**config.mk**
```make
export PLATFORM = sky130hd
export DESIGN_NAME = pb_conditioner
export DESIGN_NICKNAME = d
export VERILOG_FILES = /design/src/rtl/pb_pkg.sv /design/src/rtl/pb_debounce_ch.sv /design/src/rtl/pb_conditioner.sv
export SDC_FILE = /design/constraint.sdc
export NUM_CORES = 1
export LEC_CHECK = 0
export BUFFER_PORTS_ARGS = -buffer_cell sky130_fd_sc_hd__buf_2
export CORE_MARGIN = 1
export CORE_UTILIZATION = 45
export CTS_CLUSTER_DIAMETER = 120
export DETAILED_ROUTE_END_ITERATION = 12
export HOLD_SLACK_MARGIN = 0.08
export PLACE_DENSITY = 0.64
export SLEW_MARGIN = 20
export SYNTH_ARGS = -nofsm -noshare
export SYNTH_HDL_FRONTEND = slang
export SYNTH_HIERARCHICAL = 1
export SYNTH_SLANG_ARGS = --single-unit
export TNS_END_PERCENT = 30
```
**constraint.sdc**
```tcl
create_clock -name clk -period 3.4 [get_ports clk]
set_input_delay 0.68 -clock clk [delete_from_list [all_inputs] [get_ports clk]]
set_output_delay 0.68 -clock clk [all_outputs]
set_load 0.1 [all_outputs]
```
**src/rtl/pb_pkg.sv**
```systemverilog
// Shared definitions for the pushbutton conditioner: channel FSM states,
// channel count, operand width and default timing constants.
package pb_pkg;

    localparam int NUM_CH              = 4;
    localparam int OPERAND_W           = 4;
    localparam int DEF_DEBOUNCE_CYCLES = 16;
    localparam int DEF_REPEAT_DELAY    = 64;
    localparam int DEF_REPEAT_PERIOD   = 16;

    typedef enum logic [1:0] {
        IDLE         = 2'd0,
        PRESS_WAIT   = 2'd1,
        HELD         = 2'd2,
        RELEASE_WAIT = 2'd3
    } pb_state_t;

    function automatic int max3(input int a, input int b, input int c);
        int m;
        m = (a > b) ? a : b;
        return (m > c) ? m : c;
    endfunction

    // Bits needed to hold (max_count - 1); never narrower than one bit.
    function automatic int cnt_width(input int max_count);
        return (max_count < 2) ? 1 : $clog2(max_count);
    endfunction

endpackage

```
**src/rtl/pb_debounce_ch.sv**
```systemverilog
// One pushbutton channel: two-flop synchronizer, debounce FSM with down-counter,
// and an auto-repeat timer compiled in only when PB_CONDITIONER_AUTOREPEAT_EN is defined.
module pb_debounce_ch
    import pb_pkg::*;
#(
    parameter int DEBOUNCE_CYCLES = DEF_DEBOUNCE_CYCLES,
    parameter int REPEAT_DELAY    = DEF_REPEAT_DELAY,
    parameter int REPEAT_PERIOD   = DEF_REPEAT_PERIOD
) (
    input  logic clk,
    input  logic rst_n,
    input  logic raw,
    output logic level,
    output logic pulse
);

    localparam int CNT_MAX = max3(DEBOUNCE_CYCLES, REPEAT_DELAY, REPEAT_PERIOD);
    localparam int CW      = cnt_width(CNT_MAX);
    localparam logic [CW-1:0] DEB_LOAD = CW'(DEBOUNCE_CYCLES - 1);

    logic          sync_meta;
    logic          sync;
    pb_state_t     state;
    pb_state_t     state_nxt;
    logic [CW-1:0] cnt;
    logic [CW-1:0] cnt_nxt;
    logic          pulse_nxt;

`ifdef PB_CONDITIONER_AUTOREPEAT_EN
    localparam logic [CW-1:0] DELAY_LOAD  = CW'(REPEAT_DELAY - 1);
    localparam logic [CW-1:0] PERIOD_LOAD = CW'(REPEAT_PERIOD - 1);

    logic [CW-1:0] rpt_cnt;
    logic [CW-1:0] rpt_cnt_nxt;
`endif

    always_ff @(posedge clk or negedge rst_n) begin
        if (!rst_n) begin
            sync_meta <= 1'b0;
            sync      <= 1'b0;
        end else begin
            sync_meta <= raw;
            sync      <= sync_meta;
        end
    end

    // Counters only decrement when non-zero, so they can never wrap.
    always_comb begin
        state_nxt = state;
        cnt_nxt   = cnt;
        pulse_nxt = 1'b0;
`ifdef PB_CONDITIONER_AUTOREPEAT_EN
        rpt_cnt_nxt = rpt_cnt;
`endif
        case (state)
            IDLE: begin
                if (sync) begin
                    state_nxt = PRESS_WAIT;
                    cnt_nxt   = DEB_LOAD;
                end
            end
            PRESS_WAIT: begin
                if (!sync) begin
                    state_nxt = IDLE;
                end else if (cnt == '0) begin
                    state_nxt = HELD;
                    pulse_nxt = 1'b1;
`ifdef PB_CONDITIONER_AUTOREPEAT_EN
                    rpt_cnt_nxt = DELAY_LOAD;
`endif
                end else begin
                    cnt_nxt = cnt - 1'b1;
                end
            end
            HELD: begin
                if (!sync) begin
                    state_nxt = RELEASE_WAIT;
                    cnt_nxt   = DEB_LOAD;
                end
`ifdef PB_CONDITIONER_AUTOREPEAT_EN
                else if (rpt_cnt == '0) begin
                    pulse_nxt   = 1'b1;
                    rpt_cnt_nxt = PERIOD_LOAD;
                end else begin
                    rpt_cnt_nxt = rpt_cnt - 1'b1;
                end
`endif
            end
            RELEASE_WAIT: begin
                if (sync) begin
                    state_nxt = HELD;
                end else if (cnt == '0) begin
                    state_nxt = IDLE;
                end else begin
                    cnt_nxt = cnt - 1'b1;
                end
            end
            default: begin
                state_nxt = IDLE;
            end
        endcase
    end

    always_ff @(posedge clk or negedge rst_n) begin
        if (!rst_n) begin
            state <= IDLE;
            cnt   <= '0;
            pulse <= 1'b0;
        end else begin
            state <= state_nxt;
            cnt   <= cnt_nxt;
            pulse <= pulse_nxt;
        end
    end

`ifdef PB_CONDITIONER_AUTOREPEAT_EN
    // The repeat timer is left untouched outside HELD, so a bounce through
    // RELEASE_WAIT freezes it and a return to HELD resumes it.
    always_ff @(posedge clk or negedge rst_n) begin
        if (!rst_n) begin
            rpt_cnt <= '0;
        end else begin
            rpt_cnt <= rpt_cnt_nxt;
        end
    end
`endif

    assign level = (state == HELD) || (state == RELEASE_WAIT);

endmodule

```
**src/rtl/pb_conditioner.sv**
```systemverilog
// Four-button conditioner feeding the adder: per-channel debounce plus an operand
// pipeline aligned to the press strobes. Auto-repeat via PB_CONDITIONER_AUTOREPEAT_EN.
module pb_conditioner
    import pb_pkg::*;
#(
    parameter int DEBOUNCE_CYCLES = DEF_DEBOUNCE_CYCLES,
    parameter int REPEAT_DELAY    = DEF_REPEAT_DELAY,
    parameter int REPEAT_PERIOD   = DEF_REPEAT_PERIOD
) (
    input  logic                 clk,
    input  logic                 rst_n,
    input  logic [NUM_CH-1:0]    pb_raw,
    input  logic [OPERAND_W-1:0] a_raw,
    output logic [NUM_CH-1:0]    pb_level,
    output logic [NUM_CH-1:0]    pb_pulse,
    output logic [OPERAND_W-1:0] a_out
);

    // The first two stages synchronize a_raw; the rest delay it so a_out shows
    // the value sampled DEBOUNCE_CYCLES edges before the strobe.
    localparam int A_DEPTH = DEBOUNCE_CYCLES + 1;

    logic [OPERAND_W-1:0] a_pipe [A_DEPTH];

    for (genvar ch = 0; ch < NUM_CH; ch++) begin : g_ch
        pb_debounce_ch #(
            .DEBOUNCE_CYCLES (DEBOUNCE_CYCLES),
            .REPEAT_DELAY    (REPEAT_DELAY),
            .REPEAT_PERIOD   (REPEAT_PERIOD)
        ) u_ch (
            .clk   (clk),
            .rst_n (rst_n),
            .raw   (pb_raw[ch]),
            .level (pb_level[ch]),
            .pulse (pb_pulse[ch])
        );
    end

    always_ff @(posedge clk or negedge rst_n) begin
        if (!rst_n) begin
            for (int i = 0; i < A_DEPTH; i++) begin
                a_pipe[i] <= '0;
            end
        end else begin
            a_pipe[0] <= a_raw;
            for (int i = 1; i < A_DEPTH; i++) begin
                a_pipe[i] <= a_pipe[i-1];
            end
        end
    end

    assign a_out = a_pipe[A_DEPTH-1];

endmodule

```
After elaboration in Yosys (flattened, before gate mapping)
Index checks and enable logic that the tools add are counted.
{ "word_totals": {"regBits": 112} }
{ "classes": {"muxes": 64, "eq_ne": 36, "addsub": 4, "n_reduce_logical": 20} }
{ "op_table": {"columns": ["operator", "n"], "rows": [
  ["6-bit two-way mux", 20],
  ["6-bit one-hot mux with 4 select lines", 4],
  ["2-bit two-way mux", 24],
  ["2-bit one-hot mux with 4 select lines", 4],
  ["4-bit AND reduction", 8],
  ["6-bit logical NOT", 4],
  ["6-bit by 1-bit subtractor with 6-bit output (second input constant)", 4],
  ["2-bit equality test (second input constant)", 8],
  ["2-bit by 1-bit inequality test with 1-bit output (second input constant)", 8],
  ["2-bit inequality test (second input constant)", 8],
  ["1-bit two-way mux", 12],
  ["3-bit by 1-bit inequality test with 1-bit output (second input constant)", 4],
  ["3-bit inequality test (second input constant)", 4],
  ["2-bit by 1-bit equality test with 1-bit output (second input constant)", 4],
  ["2-bit logical NOT", 4],
  ["1-bit logical OR", 4]
]} }

Depth between registers and ports, before layout
{ "logic_depth": {"word_depth": 4, "mapped_depth": 5, "ltp_nobuf": 5} }

Hierarchy
Netlist, hierarchy kept.
{ "modules_own_cells": {"columns": ["module", "seq_area_each_um2", "cells_each", "n_inst", "area_per_inst_um2"], "rows": [
  ["pb_debounce_ch", 275.3, 52, 4, 578.1],
  ["pb_conditioner", 1701.6, 72, 1, 1731.7]
]} }

Worst setup path after synthesis
No wires, ideal clock.
{ "synth_timing": {"path_type": "register to output", "startpoint": "register with a tool-made name", "endpoint": "output port pb_level[0]", "path_stages_with_launch": 2, "arrival_time_ps": 1287, "n_path_buf": 1, "path_slack_ps": 1433, "t_required_ps": 2720, "cell_sequence": "dfrtp_1 -> clkbuf_1"} }
{ "synth_lines": {"columns": ["item", "line_no", "text"], "rows": [
  ["end: declaration", "pb_conditioner.sv:14", "output logic [NUM_CH-1:0] pb_level,"]
]} }

==> flow_summary.json <==
{
  "relSlewSlack": 0.503,
  "cp.buffers_inverters": 1,
  "fin_worst_skew_ps": 11.4,
  "finalSetupViolations": 0,
  "io_pins": 22,
  "die_h_um": 96.8,
  "nFillCells": 717,
  "vias": 2166,
  "syn_area_um2": 4040,
  "cp_cell_sequence": "buf_2",
  "dr.first_iter.drc_count": 76,
  "grt_antenna_before_repair": 0,
  "path_clk_slew_ps": 110,
  "start_util": 0.464,
  "gp_congestion": 0.782,
  "period_needed_ps": 1980,
  "ys_ff_latch": 112,
  "worst_setup_path_end_kind": "output pin",
  "drive_above_1_share": 0.190,
  "timing.rr.start": "g_ch[1].u_ch/cnt[0]$_DFFE_PN0P_",
  "core_area_um2": 8720,
  "drv_cap": 0,
  "grt_pass1_vias": 2275,
  "outcome": "completed",
  "cts_tree": "done",
  "crit_slowest_cell": "dfrtp_1",
  "powerDensity_nw_per_um2": 536,
  "cts_setup_buffers": 0,
  "ys_warn_count": 6,
  "reg2reg_depth": 5,
  "post_drt_via_cell_ratio": 5.23,
  "cp.arrival_ps": 1300,
  "post-route-period-util": 0.582,
  "max_stage_delay_ps": 470,
  "post_drt_wl_per_cell_um": 13.2,
  "synth_nets": 298,
  "startpoint_type": "flip-flop",
  "ir_worst_vdd_uv": 284,
  "cts_sinks": 112,
  "grt_pass1_wl_um": 10300,
  "ys_types": 29,
  "cts_resized": 0,
  "root_buffer": "clkbuf_8",
  "area_growth_pct": 9.72,
  "crit_required_ps": 2720,
  "worstMarginPinSlew_ps": 746,
  "fp.dieW_um": 96.8,
  "dr.pass1.iters": 4,
  "grt.total_usage": 0.136,
  "n_antenna_cell": 0,
  "fin_tns_setup_ps": 0,
  "whs_path_depth": 0,
  "ant_nets": 0,
  "hold_viol": 0,
  "drc_errors": 0,
  "crit_family": "flip-flops",
  "min_to": "a_pipe[15]$_DFF_PN0_",
  "grt_max_degree": 63,
  "syn_inst": 280,
  "numPortBuffers": 21,
  "numCtsBuffers": 9,
  "ys_seq_area_frac": 0.693,
  "fin_nets": 319,
  "rows": 34,
  "dp_hpwl_um": 3510,
  "dieArea_um2": 9370,
  "hp-start": "a_pipe[19]$_DFF_PN0_",
  "hp-class": "reg -> reg",
  "syn_area_per_cell_um2": 14.4,
  "power_mw": 2.38,
  "htree_levels": 3,
  "fmax_mhz": 505,
  "total_leakage_power_nw": 2.01,
  "clock_latency_ps": 360,
  "globalRoute.totalOverflow": 0,
  "path_max_fanout": 5,
  "cts_buffer_depth": 2,
  "cts_hold_buf": 0,
  "crit_type": "reg -> out",
  "wl_um": 5460,
  "report.final.slew_viol_count": 0,
  "r2r_slack_ps": 1810,
  "rsz0062_at_grt": "no"
}
==> flip-flops by register name, summed over array words and instances (netlist names), named ones only <==
signal / flops
g_ch.u_ch/sync_meta: 4
g_ch.u_ch/state: 4
g_ch.u_ch/cnt: 24
g_ch.u_ch/pulse: 4
a_pipe: 64
a_out: 4
g_ch.u_ch/sync: 4
==> kinds of logic (layout without fill, tap and decap cells) <==
logic type | Yosys count | after routing | share of synthesized area
adders and majority gates | 8 | 8 | 0.0248
AOI/OAI and AO/OA | 52 | 52 | 0.100
buffers and inverters | 20 | 46 | 0.0235
muxes | 4 | 4 | 0.0111
xor gates and xnor gates | 8 | 8 | 0.0248
DFF | 112 | 112 | 0.693
and+or+nand+nor | 76 | 76 | 0.123
==> area by class of cell <==
type,instances,area [µm²],area share
Clock inverter,6,57.6,0.0130
Tap cell,108,135,0.0305
Multi-Input combinational cell,148,1150,0.258
Clock buffer,10,138,0.0310
Sequential cell,112,2800,0.632
Inverter,8,30.0,0.00677
Timing Repair Buffer,22,128,0.0288
==> report_power, final <==
part	switching, mW	leakage, nW	internal [mW]
sequential	0.0513	1.31	1.40
combinational	0.114	0.596	0.0600
clock	0.445	0.101	0.305
total	0.611	2.01	1.77
==> worst max-delay path by stage <==
stage	depth (start not counted)	end
6_report	1	pb_level[1]
5_1_grt	1	pb_level[1]
4_1_cts	1	pb_level[1]
3_5_place_dp	1	pb_level[1]
3_3_place_gp	1	pb_level[2]
2_1_floorplan	1	pb_level[0]
==> layout by cell type, fill, tap and decap left out, drive strengths merged, types with 8 or more instances in the layout <==
master    n
dfrtp   112
buf      22
nor2     16
nand2    16
inv      12
clkbuf   10
nor3b     8
a211o     8
a221o     8
a211oi    8
a311oi    8
a21oi     8
ha        8
nor3      8
==> layer usage <==
| metal | GRT usage | up-vias | share of wire |
|---|---|---|---|
| met5 | 0 | - | 0 |
| met4 | 0.0517 | 0 | 0.010 |
| met3 | 0.0434 | 5 | 0.035 |
| met2 | 0.222 | 38 | 0.49 |
| met1 | 0.171 | 1094 | 0.47 |
| li1 | - | 1029 | - |
==> Yosys cell counts <==
cell      count  area share
and4b_1       4      0.0099
mux2_2        4       0.011
a211oi_1      8       0.015
and3_1        4      0.0062
dfrtp_1     112        0.69
buf_2         4      0.0050
nor4b_2       4       0.015
nor3b_1       8       0.015
and2_1        4      0.0062
nand3_1       4      0.0050
buf_4         4      0.0074
clkbuf_1      4      0.0037
a21boi_0      4      0.0074
nor3_1        4      0.0050
a31oi_1       4      0.0062
a211o_1       8       0.017
xnor2_2       4       0.016
xor2_1        4      0.0087
o21a_1        4      0.0074
and2b_2       4      0.0087
a221o_1       8       0.020
a311oi_1      8       0.017
nor3_4        4       0.016
ha_1          8       0.025
a21oi_1       8      0.0099
inv_1         8      0.0074
nand2_1      16       0.015
nor2_1       16       0.015
or3_1         4      0.0062
==> per-stage QoR <==
| step | util | hold slack, ps | cell area (µm²) | instances | setup slack, ps |
|---|---|---|---|---|---|
| 3_3_place_gp | 0.486 | 332 | 4240 | 398 | 1840 |
| 4_1_cts | 0.509 | 349 | 4440 | 414 | 1390 |
| 2_1_floorplan | - | 331 | 4040 | 280 | 1430 |
| 6_report | 0.509 | 345 | 4440 | 414 | 1420 |
| 5_1_grt | 0.509 | 356 | 4440 | 414 | 1310 |
| 3_5_place_dp | 0.486 | 335 | 4240 | 398 | 1820 |
No activity file was read; power rests on OpenSTA's default activity.
